[src/rtl/avsddac_pkg.sv]
// Shared constants and state encoding for the avsddac sample sequencer.
package avsddac_pkg;

  localparam int unsigned DAC_DW         = 10;
  localparam int unsigned DAC_RESET_CODE = 0;

  typedef enum logic {
    IDLE = 1'b0,
    RUN  = 1'b1
  } seq_state_e;

endpackage

[src/rtl/avsddac_code_fifo.sv]
// Small synchronous code FIFO with flush and occupancy level; head is read combinationally.
module avsddac_code_fifo #(
  parameter int unsigned DW    = 10,
  parameter int unsigned DEPTH = 4,
  localparam int unsigned AW   = $clog2(DEPTH),
  localparam int unsigned LW   = AW + 1
) (
  input  logic          clk,
  input  logic          rst_n,
  input  logic          push,
  input  logic          pop,
  input  logic          flush,
  input  logic [DW-1:0] wdata,
  output logic [DW-1:0] rdata,
  output logic [LW-1:0] level,
  output logic          full,
  output logic          empty
);

  logic [DW-1:0] mem [DEPTH];
  logic [AW-1:0] wptr;
  logic [AW-1:0] rptr;
  logic          do_push;
  logic          do_pop;

  assign full    = (level == LW'(DEPTH));
  assign empty   = (level == '0);
  assign do_push = push && !full && !flush;
  assign do_pop  = pop && !empty && !flush;
  assign rdata   = mem[rptr];

  always_ff @(posedge clk) begin
    if (do_push) begin
      mem[wptr] <= wdata;
    end
  end

  // Pointers wrap naturally because DEPTH is a power of two.
  always_ff @(posedge clk or negedge rst_n) begin
    if (!rst_n) begin
      wptr  <= '0;
      rptr  <= '0;
      level <= '0;
    end else if (flush) begin
      wptr  <= '0;
      rptr  <= '0;
      level <= '0;
    end else begin
      if (do_push) begin
        wptr <= wptr + AW'(1);
      end
      if (do_pop) begin
        rptr <= rptr + AW'(1);
      end
      level <= level + LW'(do_push) - LW'(do_pop);
    end
  end

endmodule

[src/rtl/avsddac_sample_sequencer.sv]
// Paces codes from the core FIFO onto the DAC D bus at a programmable, jitter-free sample rate.
module avsddac_sample_sequencer
  import avsddac_pkg::*;
#(
  parameter int unsigned     DW         = DAC_DW,
  parameter int unsigned     DEPTH      = 4,
  parameter int unsigned     DIVW       = 16,
  parameter logic [DW-1:0]   RESET_CODE = DW'(DAC_RESET_CODE),
  localparam int unsigned    LW         = $clog2(DEPTH) + 1
) (
  input  logic            clk,
  input  logic            rst_n,
  input  logic            en,
  input  logic [DIVW-1:0] div,
  input  logic            flush,
  input  logic            in_valid,
  input  logic [DW-1:0]   in_data,
  output logic            in_ready,
  output logic [DW-1:0]   dac_d,
  output logic            sample_strobe,
  output logic [LW-1:0]   fifo_level,
  output logic            underrun,
  input  logic            underrun_clr
);

  seq_state_e      state_q;
  seq_state_e      state_d;
  logic [DIVW-1:0] cnt_q;
  logic [DIVW-1:0] cnt_d;
  logic [DIVW-1:0] period_q;
  logic [DIVW-1:0] period_d;
  logic            tick;
  logic            pop;
  logic            underrun_set;
  logic            fifo_full;
  logic            fifo_empty;
  logic [DW-1:0]   fifo_head;

  assign in_ready     = !fifo_full && !flush;
  assign pop          = tick && !fifo_empty && !flush;
  assign underrun_set = tick && (fifo_empty || flush);

  avsddac_code_fifo #(
    .DW    (DW),
    .DEPTH (DEPTH)
  ) u_fifo (
    .clk   (clk),
    .rst_n (rst_n),
    .push  (in_valid && in_ready),
    .pop   (pop),
    .flush (flush),
    .wdata (in_data),
    .rdata (fifo_head),
    .level (fifo_level),
    .full  (fifo_full),
    .empty (fifo_empty)
  );

  always_ff @(posedge clk or negedge rst_n) begin
    if (!rst_n) begin
      state_q  <= IDLE;
      cnt_q    <= '0;
      period_q <= '0;
    end else begin
      state_q  <= state_d;
      cnt_q    <= cnt_d;
      period_q <= period_d;
    end
  end

  // Divider: the period is relatched only at a wrap so div edits never shorten a sample.
  always_comb begin
    state_d  = state_q;
    cnt_d    = cnt_q;
    period_d = period_q;
    tick     = 1'b0;
    case (state_q)
      IDLE: begin
        cnt_d = '0;
        if (en) begin
          state_d  = RUN;
          period_d = div;
        end
      end
      RUN: begin
        if (!en) begin
          state_d = IDLE;
          cnt_d   = '0;
        end else if (cnt_q == period_q) begin
          tick     = 1'b1;
          cnt_d    = '0;
          period_d = div;
        end else begin
          cnt_d = cnt_q + DIVW'(1);
        end
      end
      default: begin
        state_d = IDLE;
        cnt_d   = '0;
      end
    endcase
  end

  always_ff @(posedge clk or negedge rst_n) begin
    if (!rst_n) begin
      dac_d         <= RESET_CODE;
      sample_strobe <= 1'b0;
      underrun      <= 1'b0;
    end else begin
      sample_strobe <= tick;
      if (pop) begin
        dac_d <= fifo_head;
      end
      if (underrun_set) begin
        underrun <= 1'b1;
      end else if (underrun_clr) begin
        underrun <= 1'b0;
      end
    end
  end

endmodule

[config.mk]
export PLATFORM = sky130hd
export DESIGN_NAME = avsddac_sample_sequencer
export DESIGN_NICKNAME = d
export VERILOG_FILES = /design/src/rtl/avsddac_pkg.sv /design/src/rtl/avsddac_code_fifo.sv /design/src/rtl/avsddac_sample_sequencer.sv
export SDC_FILE = /design/constraint.sdc
export NUM_CORES = 1
export LEC_CHECK = 0
export BUFFER_PORTS_ARGS = -buffer_cell sky130_fd_sc_hd__buf_4
export CAP_MARGIN = 10
export CORE_ASPECT_RATIO = 1.4
export CORE_MARGIN = 2
export CORE_UTILIZATION = 45
export DETAILED_ROUTE_END_ITERATION = 7
export PLACE_DENSITY = 0.68
export SETUP_SLACK_MARGIN = 0.3
export SYNTH_ARGS = -nofsm -noshare
export SYNTH_HDL_FRONTEND = slang
export SYNTH_SLANG_ARGS = --single-unit
[constraint.sdc]
create_clock -name clk -period 5.3 [get_ports clk]
set_input_delay 0.53 -clock clk [delete_from_list [all_inputs] [get_ports clk]]
set_output_delay 0.53 -clock clk [all_outputs]
set_load 0.005 [all_outputs]
==> metrics.md, run 1 <==
| Metric | Value |
|---|---|
| Status | completed |
| DRT Wirelength | 6.91 mm |
| Fin. Hold Viols | 0 |
| Worst Tran Pin Value | 0.884 ns |
| Fin area | 0.00462 sq mm |
| Fin. max-slew vios | 0 |
| Worst-path clk slew | 0.07 ns |
| Core box area | 0.00851 sq mm |
| Final Cycle Share | 0.537 |
| Seq cells post-synth | 92 |
| Core Rows | 40 |
| Crit end category | flop |
| Net Sw Frac | 0.224 |
| PD cells | 322 mW/mm^2 |
| Crit-path cells | xor2_1 > nor4_2 > and4_1 > nand3_1 > nor3_1 > ha_1 > inv_1 > ha_1 > inv_1 > fa_1 > xnor2_1 > nor2_1 |
| Internal | 1150 uW |
| Required @ worst endpoint | 5.52 ns |
| DRC Markers | 0 |
| Worst path max stage delay | 0.43 ns |
| Nets | 346 |
| Final setup fails | 0 |
| Data arrival, critical path | 3.06 ns |
| Routed length per instance | ~17 um |
| CTS sink cnt | 92 |
| Hold buffer count at CTS | 0 |
| Maxcap violations | 0 |
| Placed cell count | 400 |
| Vias | 2,169 |
| Synth cell types | 33 |
| Area of placed instances | roughly 0.0044 sq mm |
| CTS buffer count | 9 |
| Worst hold path type | in2async |
| Worst Skew | 0.00867 ns |
| Htree depth | 3 |
| Total iterations of the first detailed-routing run | 4 |
| RSZ-0062 raised after global routing | no |
| Layout cells sized above 1 | 0.277 |
| Clock buffer depth | 2 |
| Combinational share of power | 0.074 |
| Initial drt markers | 115 |
| Seq/Total Area, Yosys | 0.638 |
| Overall routing resource usage | 0.158 |
| CP Launch Type | flop |
| Synth Instances | ~260 |
| Placer congestion estimate | 0.767 |
| Initial core utilization | 0.461 |
| CTS resizes | 0 |
| Clock root cell | clkbuf_16 |
| Syn nets | 296 |
| Port-buffer cells | 47 |
| Achievable clock frequency | 352 MHz |
| Top-level I/O count | 48 |
| DIE AREA | 0.00949 sq mm |
| Syn. warnings | 0 |
| Worst vdd ir | 241 uV |
| Die W | 82.9 um |
| Layout Cells excl Fill | about 420 |
| Slew HR | 0.411 |
| Layout Area Growth over Synthesis | 17.7% |
| Worst-path fanout max | 4 |
| Final Power | between 1000 and 1500 uW |
| Psw | 332 uW |
| Seq pwr share | 0.541 |
| ANT cells | 0 |
| Post-route antenna net violation count | 0 |
| Initial antenna violation count | 0 |
| Pin count of the biggest net entering global routing | 53 |
| First-pass GRT wire length | 11.5 mm |
| Post-CTS Setup Inserts | 0 |
| DP HPWL | 4.64 mm |
| Vias/cell | 5.21 |
| Grt ovf | 0 |
| Worst setup path start | cnt_q[13] |
| Post-layout min period | 2.84 ns |
| Synthesized area | 0.00392 sq mm |
| Source of the worst register-to-register timing path | cnt_q[13] |
| Top delay family on crit path | simple AND/OR/NAND/NOR gates |
| Fin Setup TNS | 0 ns |
| Lkg Pwr | 0.00197 uW |
| Clk network pwr share | 0.384 |
| Syn avg cell area | approximately 15 sq um |
| CP max-delay cell | dfrtp_1 |
| WP buf/inv | 2 |
| Vias in the first global route | 2,256 |
| Worst-skew pair later-pin latency | about 0.34 ns |
| CTS tree | yes |
| Die Ht | 114 um |
| CP Class | reg2reg |
==> Yosys cell counts <==
cell type,number,share of area
and4_1,3,0.0067
o22ai_1,1,0.0016
xor2_1,28,0.063
nor3_1,3,0.0038
nand2_1,9,0.0086
fa_1,1,0.0051
and3_1,4,0.0064
buf_6,3,0.0086
and2_1,1,0.0016
nor2_1,21,0.020
o21ai_0,1,0.0013
or4_1,1,0.0019
nand4_1,5,0.0080
ha_1,7,0.022
clkbuf_1,4,0.0038
a21oi_1,3,0.0038
xnor2_1,3,0.0067
mux4_2,10,0.057
mux2_1,17,0.049
mux2_4,9,0.034
nor4_2,4,0.013
dfrtp_1,52,0.33
o21ai_2,1,0.0022
or3_1,1,0.0016
mux2i_1,1,0.0026
nor2b_1,1,0.0016
inv_1,9,0.0086
nand3_1,8,0.010
o31ai_1,2,0.0038
mux2_2,1,0.0029
edfxtp_1,40,0.31
nand2b_1,1,0.0016
buf_1,1,0.00096
==> power groups by stage <==
stage | registers (uW) | clock network, uW | logic, uW
floorplan | 812 | 0 | 64.6
global route | 808 | 617 | 124
finish | 804 | 571 | 110
CTS | 805 | 584 | 114
global placement | 817 | 0 | 110
detailed placement | 819 | 0 | 113
==> metal layers <==
layer / track usage / vias to the layer above / part of all wire
met4: 0.0656 / 0 / 0.015
met5: 0 / - / 0
met1: 0.195 / 1118 / 0.42
li1: - / 1019 / -
met3: 0.0339 / 6 / 0.027
met2: 0.270 / 26 / 0.54
==> layout by cell type, fill, tap and decap left out, types with 4 or more instances in the layout <==
cell       netlist  routed
dfrtp_1         52      52
buf_4            0      47
edfxtp_1        40      40
xor2_1          28      28
nor2_1          21      21
mux2_1          17      17
mux4_2          10      10
inv_1            9       9
nand2_1          9       9
mux2_4           9       9
clkbuf_16        0       9
nand3_1          8       8
ha_1             7       7
nand4_1          5       5
nor4_2           4       4
and3_1           4       4
==> flip-flops by register name, indices dropped and copies added, names as in the netlist <==
register	count
u_fifo.mem	40
cnt_q	16
period_q	16
dac_d	10
u_fifo.level	3
u_fifo.rptr	2
u_fifo.wptr	2
sample_strobe	1
state_q	1
underrun	1
==> through the flow <==
stage | util | setup slack, ns | hold slack (ns)
2_1_floorplan | - | 2.75 | 0.234
4_1_cts | 0.543 | 2.42 | 0.254
3_3_place_gp | 0.512 | 2.49 | 0.499
6_report | 0.543 | 2.46 | 0.213
3_5_place_dp | 0.512 | 2.45 | 0.507
5_1_grt | 0.543 | 2.20 | 0.273
==> logic make-up after synthesis <==
kind of cell | count (synthesis) | share of synthesized area
AOI/OAI and AO/OA | 8 | 0.0128
xor gates and xnor gates | 31 | 0.0692
adders and majority gates | 8 | 0.0274
buffers and inverters | 17 | 0.0220
DFF | 92 | 0.638
muxes | 38 | 0.146
and+or+nand+nor | 62 | 0.0848
==> final timing paths <==
check | to | slack [ns] | cells after the start
worst min register to register | period_q[12] | 0.51 | 1
min in group clk | state_q | 0.35 | 1
worst max-delay path | u_fifo.level[2] | 2.46 | 12
max in group asynchronous | u_fifo.level[0] | 4.62 | 1
worst min-delay path | dac_d[6] | 0.21 | 1
worst max register to register | u_fifo.level[2] | 2.46 | 12
==> area by class of cell <==
class                           instances  area (sq um)
Timing Repair Buffer                   47           353
Clock buffer                           11           233
Multi-Input combinational cell        147          1340
Sequential cell                        92          2500
Fill cell                             728          3890
Inverter                                9          33.8
Clock inverter                          5          31.3
Tap cell                              105           131
Note: power is estimated with default switching activity, not from simulation.
==> run 2, diff against run 1 <==
ABC_AREA = 1   (was default)
PLACE_DENSITY = 0.7   (was 0.68)
clock period = 2.4 ns   (was 5.3 ns; I/O delays follow)
==> run 2 against run 1 <==
Compared with the run above:
- clock-buffer cell count down 2
- sequential cell count unchanged
- setup slack worse by 2.4 ns
- routed wire length up 30%
- largest cell class unchanged
==> metrics.md, run 2 <==
| Metric | Value |
|---|---|
| Status | completed (unchanged) |
| Initial core utilization | 0.463 (was 0.461) |
| Worst path max stage delay | 0.39 ns (was 0.43 ns) |
| Synthesized area | 0.00441 sq mm (was 0.00392 sq mm) |
| Most used standard cell by instance count after synthesis | nand2_1 (was dfrtp_1) |
| PD cells | 673 mW/mm^2 (was 322 mW/mm^2) |
| ANT cells | 0 (unchanged) |
| CTS tree | yes (unchanged) |
| Overall routing resource usage | 0.186 (was 0.158) |
| Worst Tran Pin Value | 0.716 ns (was 0.884 ns) |
| Cell mode on critical path | inv_1 |
| Initial antenna violation count | 0 (unchanged) |
| Worst Skew | 0.00839 ns (was 0.00867 ns) |
| Final Cycle Share | 0.961 (was 0.537) |
| Worst-path fanout max | 3 (was 4) |
| Routed length per instance | 12.4 um (was 16.6 um) |
| Fin. max-slew vios | 0 (unchanged) |
| Slew HR | 0.521 (was 0.411) |
| Uppermost layer routed | met4 (unchanged) |
| Final worst setup slack | 0.0938 ns (was 2.46 ns) |
| First-pass GRT wire length | 15.1 mm (was 11.5 mm) |
| Vias/cell | 4.71 (was 5.21) |
| Post-route antenna net violation count | 0 (unchanged) |
| Core Rows | 42 (was 40) |
| Grt ovf | 0 (unchanged) |
| Top-level I/O count | 48 (unchanged) |
| Core box area | 0.00951 sq mm (was 0.00851 sq mm) |
| Largest registers | u_fifo.mem: 40 flops, cnt_q: 16 flops, period_q: 16 flops (unchanged) |
| Die Ht | 121 um (was 114 um) |
| Lkg Pwr | 0.00267 uW (was 0.00197 uW) |
| Post-placement setup slack | 0.00474 ns (was 2.45 ns) |
| Top post-synthesis cells by area | dfrtp_1 (30%), edfxtp_1 (27%), nand2_1 (10%) (was dfrtp_1 (33%), edfxtp_1 (31%), xor2_1 (6.3%)) |
| Synth Instances | 507 (was 256) |
| Met2 wire len | 4.76 mm (was 3.74 mm) |
| Vias in the first global route | 3,465 (was 2,256) |
| CP Class | reg2reg (unchanged) |
| Post-synth top area share | 0.295 (was 0.332) |
| RSZ-0062 raised after global routing | yes (was no) |
| Worst vdd ir | 608 uV (was 241 uV) |
| Synth cell types | 33 (unchanged) |
| Async S/R FF share, synth | 0.565 (unchanged) |
| Area of placed instances | 0.00493 sq mm (was 0.00436 sq mm) |
| Clock root cell | clkbuf_16 (unchanged) |
| Seq cells post-synth | 92 (unchanged) |
| Metal-1 WL | 3.72 mm (was 2.87 mm) |
| Layout cells sized above 1 | 0.211 (was 0.277) |
| DRC Markers | 0 (unchanged) |
| Syn avg cell area | 8.69 sq um (was 15.3 sq um) |
| Syn nets | 547 (was 296) |
| Fin. Hold Viols | 0 (unchanged) |
| Slack of the worst reg-to-reg path | 0.09 ns (was 2.46 ns) |
| Seq/Total Area, Yosys | 0.568 (was 0.638) |
| Worst-path clk slew | 0.07 ns (about the same) |
| Number of flops mapped to enable cells by yosys | 40 (unchanged) |
| Leading area contributor after synthesis | dfrtp_1 (unchanged) |
| Worst-skew pair later-pin latency | 0.35 ns (was 0.34 ns) |
| WL met3 | 291 um (was 189 um) |
| CP max-delay cell | dfrtp_1 (unchanged) |
| Achievable clock frequency | 434 MHz (was 352 MHz) |
| Vias | 3,391 (was 2,169) |
| Worst hold path type | in2reg (was in2async) |
| Final setup fails | 0 (unchanged) |
| Required @ worst endpoint | 2.68 ns (was 5.52 ns) |
| Layout Area Growth over Synthesis | 24.7% (was 17.7%) |
| Pin count of the biggest net entering global routing | 53 (unchanged) |
| Maxcap violations | 0 (unchanged) |
| CP Launch Type | flop (unchanged) |
| Predominant post-synthesis flop cell | dfrtp_1 (unchanged) |
| Layout Cells excl Fill | 720 (was 416) |
| Die W | 87.6 um (was 82.9 um) |
| Port-buffer cells | 47 (unchanged) |
| Leading cell types by count after synthesis | nand2_1 (120), inv_1 (87), nor2_1 (74) (was dfrtp_1 (52), edfxtp_1 (40), xor2_1 (28)) |
| Initial drt markers | 118 (was 115) |
| Post-layout min period | 2.31 ns (was 2.84 ns) |
| Total iterations of the first detailed-routing run | 4 (unchanged) |
| Crit-path cells | inv_1 > nand2_1 > nand2_1 > inv_1 > nor2_2 > nand2_2 > nor2_4 > nand2_4 > nor3_4 > ha_1 > inv_1 > ha_1 > inv_1 > fa_2 > xor2_1 > nor2_1 (was xor2_1 > nor4_2 > and4_1 > nand3_1 > nor3_1 > ha_1 > inv_1 > ha_1 > inv_1 > fa_1 > xnor2_1 > nor2_1) |
| CTS sink cnt | 92 (unchanged) |
| Htree depth | 3 (unchanged) |
| Placed cell count | 682 (was 400) |
| Largest register by flop count | u_fifo.mem (unchanged) |
| Clock buffer depth | 2 (unchanged) |
| Fillers | 831 (was 728) |
| Syn. warnings | 0 (unchanged) |
| Nets | 623 (was 346) |
| Most common cell after layout, fill and taps aside | nand2_1 (was dfrtp_1) |
| Placer congestion estimate | 0.759 (was 0.767) |
| Data arrival, critical path | 2.58 ns (was 3.06 ns) |
| Crit end category | flop (unchanged) |
| Highest-count cells in the layout ignoring fill and taps | nand2_1 (116), inv_1 (84), buf_4 (74), nor2_1 (72), dfrtp_1 (49) (was dfrtp_1 (52), buf_4 (47), edfxtp_1 (40), xor2_1 (28), nor2_1 (21)) |
| DRT Wirelength | 8.95 mm (was 6.91 mm) |
| Fin area | 0.00550 sq mm (was 0.00462 sq mm) |
| DP HPWL | 6.06 mm (was 4.64 mm) |
| DIE AREA | 0.0106 sq mm (was 0.00949 sq mm) |
| CTS buffer count | 9 (unchanged) |
| Max reg flops | 40 (unchanged) |
==> run 2: where the power goes <==
group / internal (uW) / total (uW) / leakage (uW) / switching (uW)
Clock: 931 / 1560 / 0.000159 / 629
Combinational: 157 / 366 / 0.00151 / 209
Sequential: 1720 / 1780 / 0.00100 / 54.4
==> run 2: timing repair <==
item,4_1_cts,5_1_grt
pin swaps,1,9
endpoints found under the hold margin,52,0
setup endpoints to repair,18,15
gates resized for setup,9,11
hold buffers,1,0
setup buffers,12,9
==> run 2: cells by family (layout without fill, tap and decap cells) <==
group	count (synthesis)	in the layout	synth area share
DFF	92	92	0.568
and+or+nand+nor	239	239	0.232
AOI/OAI and AO/OA	47	47	0.0559
buffers and inverters	110	191	0.0982
xor gates and xnor gates	11	11	0.0219
adders and majority gates	8	8	0.0244
==> run 2: worst paths after layout <==
check,startpoint,endpoint,cells past startpoint
min,en,state_q,1
min reg2reg,period_q[11],period_q[11],2
max reg2reg,cnt_q[7],u_fifo.level[2],16
max in group asynchronous,rst_n,cnt_q[11],2
max,cnt_q[7],u_fifo.level[2],16
min in group asynchronous,rst_n,cnt_q[3],2
==> run 2: metrics by stage <==
stage	utilization	hold slack, ns	TNS [ns]	power (uW)
after floorplan	-	-0.0556	0	1990
after global placement	0.518	0.329	0	2120
after detailed placement	0.518	0.332	0	2140
after CTS	0.566	0.0653	0	3710
after global routing	0.578	0.0664	-0.135	3860
final	0.578	0.0790	0	3700
==> run 2: cell type report <==
cell class / count / area [sq um] / share of cell area
flip-flops and latches: 92 / 2510 / 0.456
well taps: 132 / 165 / 0.0300
clock inverters: 7 / 105 / 0.0191
multi-input cells: 305 / 1520 / 0.277
clock buffers: 9 / 225 / 0.0410
repair buffers: 78 / 608 / 0.111
inverters: 97 / 364 / 0.0662
==> run 2: metal layers <==
layer / track usage / vias to the layer above
li1: - / 1728
met1: 0.207 / 1587
met2: 0.339 / 61
met3: 0.0388 / 15
met4: 0.0721 / 0
met5: 0 / -
==> run 2: critical path: cells and delay by family, from the launching register on <==
family,cells,cell delay (ns)
buffers and inverters,4,0.24
xor gates and xnor gates,1,0.16
and+or+nand+nor,8,0.73
adders and majority gates,3,0.71
DFF,1,0.39
==> run 3, diff against run 2 <==
CAP_MARGIN = 20   (was 10)
PLACE_DENSITY = 0.71   (was 0.7)
==> run 3 against run 2 <==
Compared with the run above:
- die area unchanged
- largest cell class unchanged
- clock-buffer cell count increased by 1
- total power decreased by 8.0%
- critical path type unchanged
- largest power group unchanged
- final area increased by 0.73%
- critical endpoint is now u_fifo.level[1]
- sequential share of layout area decreased by 0.31 points
==> metrics.md, run 3 (synthesized netlist as in run 2, its figures left out) <==
| Metric | Value |
|---|---|
| Pin count of the biggest net entering global routing | 53 (unchanged) |
| Die Ht | 121 um (unchanged) |
| Slew HR | 0.532 (was 0.521) |
| Worst Skew | 0.00544 ns (was 0.00839 ns) |
| CTS sink cnt | 92 (unchanged) |
| Grt ovf | 0 (unchanged) |
| CP Class | reg2reg (unchanged) |
| DRC Markers | 0 (unchanged) |
| Post-layout min period | 2.26 ns (was 2.31 ns) |
| Initial drt markers | 144 (was 118) |
| Lkg Pwr | 0.00266 uW (was 0.00267 uW) |
| Vias/cell | 4.76 (was 4.71) |
| Top-level I/O count | 48 (unchanged) |
| Overall routing resource usage | 0.182 (was 0.186) |
| Vias | 3,456 (was 3,391) |
| Clock root cell | clkbuf_16 (unchanged) |
| Layout Area Growth over Synthesis | 25.6% (was 24.7%) |
| Highest-count cells in the layout ignoring fill and taps | nand2_1 (110), inv_1 (83), buf_4 (72), nor2_1 (70), dfrtp_1 (48) (was nand2_1 (116), inv_1 (84), buf_4 (74), nor2_1 (72), dfrtp_1 (49)) |
| Vias in the first global route | 3,444 (was 3,465) |
| Htree depth | 3 (unchanged) |
| Routed length per instance | 12.9 um (was 12.4 um) |
| Required @ worst endpoint | 2.63 ns (was 2.68 ns) |
| Die W | 87.6 um (unchanged) |
| DIE AREA | 0.0106 sq mm (unchanged) |
| Largest register by flop count | u_fifo.mem (unchanged) |
| Status | completed (unchanged) |
| Clock buffer depth | 2 (unchanged) |
| Final setup fails | 0 (unchanged) |
| Maxcap violations | 0 (unchanged) |
| Max reg flops | 40 (unchanged) |
| Initial antenna violation count | 0 (unchanged) |
| Placer congestion estimate | 0.818 (was 0.759) |
| FF/Latch Area | 0.00251 sq mm (about the same) |
| Area occupied by multi-input gates | 0.00156 sq mm (was 0.00152 sq mm) |
| Worst-path clk slew | 0.06 ns (was 0.07 ns) |
| Nets | 629 (was 623) |
| Final Power | 3410 uW (was 3700 uW) |
| Initial core utilization | 0.463 (unchanged) |
| Fin area | 0.00554 sq mm (was 0.00550 sq mm) |
| Final Cycle Share | 0.941 (was 0.961) |
| Seq pwr share | 0.522 (was 0.480) |
| CP Launch Type | flop (unchanged) |
| CTS buffer count | 9 (unchanged) |
| Area of placed instances | 0.00493 sq mm (unchanged) |
| Core box area | 0.00951 sq mm (unchanged) |
| Fin. max-slew vios | 0 (unchanged) |
| Total iterations of the first detailed-routing run | 4 (unchanged) |
| Worst-skew pair later-pin latency | 0.34 ns (was 0.35 ns) |
| DRT Wirelength | 9.37 mm (was 8.95 mm) |
| Fin. Hold Viols | 0 (unchanged) |
| PD cells | 615 mW/mm^2 (was 673 mW/mm^2) |
| Clk network pwr share | 0.374 (was 0.421) |
| ANT cells | 0 (unchanged) |
| Post-route antenna net violation count | 0 (unchanged) |
| Fillers | 791 (was 831) |
| Fin Setup TNS | 0 ns (unchanged) |
| Worst-path fanout max | 3 (unchanged) |
| Achievable clock frequency | 443 MHz (was 434 MHz) |
| Worst hold path type | in2reg (unchanged) |
| First-pass GRT wire length | 14.8 mm (was 15.1 mm) |
| Net Sw Frac | 0.247 (was 0.241) |
| DP HPWL | 6.12 mm (was 6.06 mm) |
| Most common cell after layout, fill and taps aside | nand2_1 (unchanged) |
| Data arrival, critical path | 2.49 ns (was 2.58 ns) |
| Layout cells sized above 1 | 0.236 (was 0.211) |
| Crit end category | flop (unchanged) |
| Combinational share of power | 0.104 (was 0.099) |
| Psw | 841 uW (was 893 uW) |
| Internal | 2560 uW (was 2810 uW) |
| RSZ-0062 raised after global routing | yes (unchanged) |
| Port-buffer cells | 47 (unchanged) |
| Core Rows | 42 (unchanged) |
| Largest registers | u_fifo.mem: 40 flops, cnt_q: 16 flops, period_q: 16 flops (unchanged) |
| Worst Tran Pin Value | 0.699 ns (was 0.716 ns) |
| Worst vdd ir | 525 uV (was 608 uV) |
| CTS tree | yes (unchanged) |
-- run 3: cell count changes in the layout (fill, tap and decap cells not counted), moves of 3 or more --
cell,before,now
buf_6,2,11
nand2_2,4,10
inv_6,3,0
nand2_1,116,110
-- run 3: power by group through the flow --
| stage | logic (uW) | clock network (uW) | registers, uW |
|---|---|---|---|
| after floorplan | 195 | 0 | 1790 |
| after global placement | 318 | 0 | 1800 |
| after detailed placement | 328 | 0 | 1810 |
| after CTS | 337 | 1300 | 1780 |
| after global routing | 405 | 1350 | 1790 |
| final | 353 | 1280 | 1780 |
-- run 3: repair_timing --
| action | CTS | global route |
|---|---|---|
| endpoints found under the hold margin | 52 | 0 |
| pin swaps | 3 | 18 |
| endpoints found under the setup margin | 17 | 14 |
| hold buffers | 1 | 0 |
| buffers inserted | 18 | 9 |
| resized for setup | 3 | 39 |
-- run 3: final cells by class --
type | instances | share of cell area
multi-input cells | 305 | 0.281
inverters | 97 | 0.0657
clock buffers | 10 | 0.0413
well taps | 132 | 0.0298
clock inverters | 6 | 0.00746
flip-flops and latches | 92 | 0.453
repair buffers | 84 | 0.122
-- run 3: final timing paths --
check,startpoint,to,slack (ns),cells after the start
worst min register to register,cnt_q[0],cnt_q[0],0.50,1
worst max-delay path,cnt_q[7],u_fifo.level[1],0.14,15
max in group asynchronous,rst_n,cnt_q[11],1.42,2
min in group asynchronous,rst_n,cnt_q[2],0.50,2
worst max register to register,cnt_q[7],u_fifo.level[1],0.14,15
worst min-delay path,en,state_q,0.09,1
-- run 3: metal layers --
| metal | vias to the layer above | global-route usage | routed length, um | share of wire |
|---|---|---|---|---|
| li1 | 1744 | - | - | - |
| met1 | 1624 | 0.187 | 3730 | 0.40 |
| met2 | 70 | 0.349 | 5150 | 0.55 |
| met3 | 18 | 0.0299 | 307 | 0.033 |
| met4 | 0 | 0.0808 | 186 | 0.020 |
| met5 | - | 0 | 0 | 0 |
-- run 3: per-stage QoR --
step,setup WS [ns],hold WS (ns),instances,utilization
detailed placement,0.0448,0.332,682,0.518
finish,0.142,0.0857,726,0.582
floorplan,0.143,-0.0556,507,-
CTS,0.0899,0.0753,717,0.563
global placement,0.0999,0.328,682,0.518
global route,-0.0288,0.0836,726,0.582
-- run 3: worst max-delay path, cell delays in order (launching register included) --
cell     delay [ns]
dfrtp_1        0.41
inv_2          0.07
nand2_1        0.06
nand2_1        0.07
inv_1          0.05
nor2_2         0.10
nand2_2        0.07
nor2_4         0.11
nand2_4        0.06
nor3_4         0.12
ha_1           0.24
inv_1          0.05
ha_1           0.13
inv_1          0.04
fa_2           0.51
nor2_1         0.04
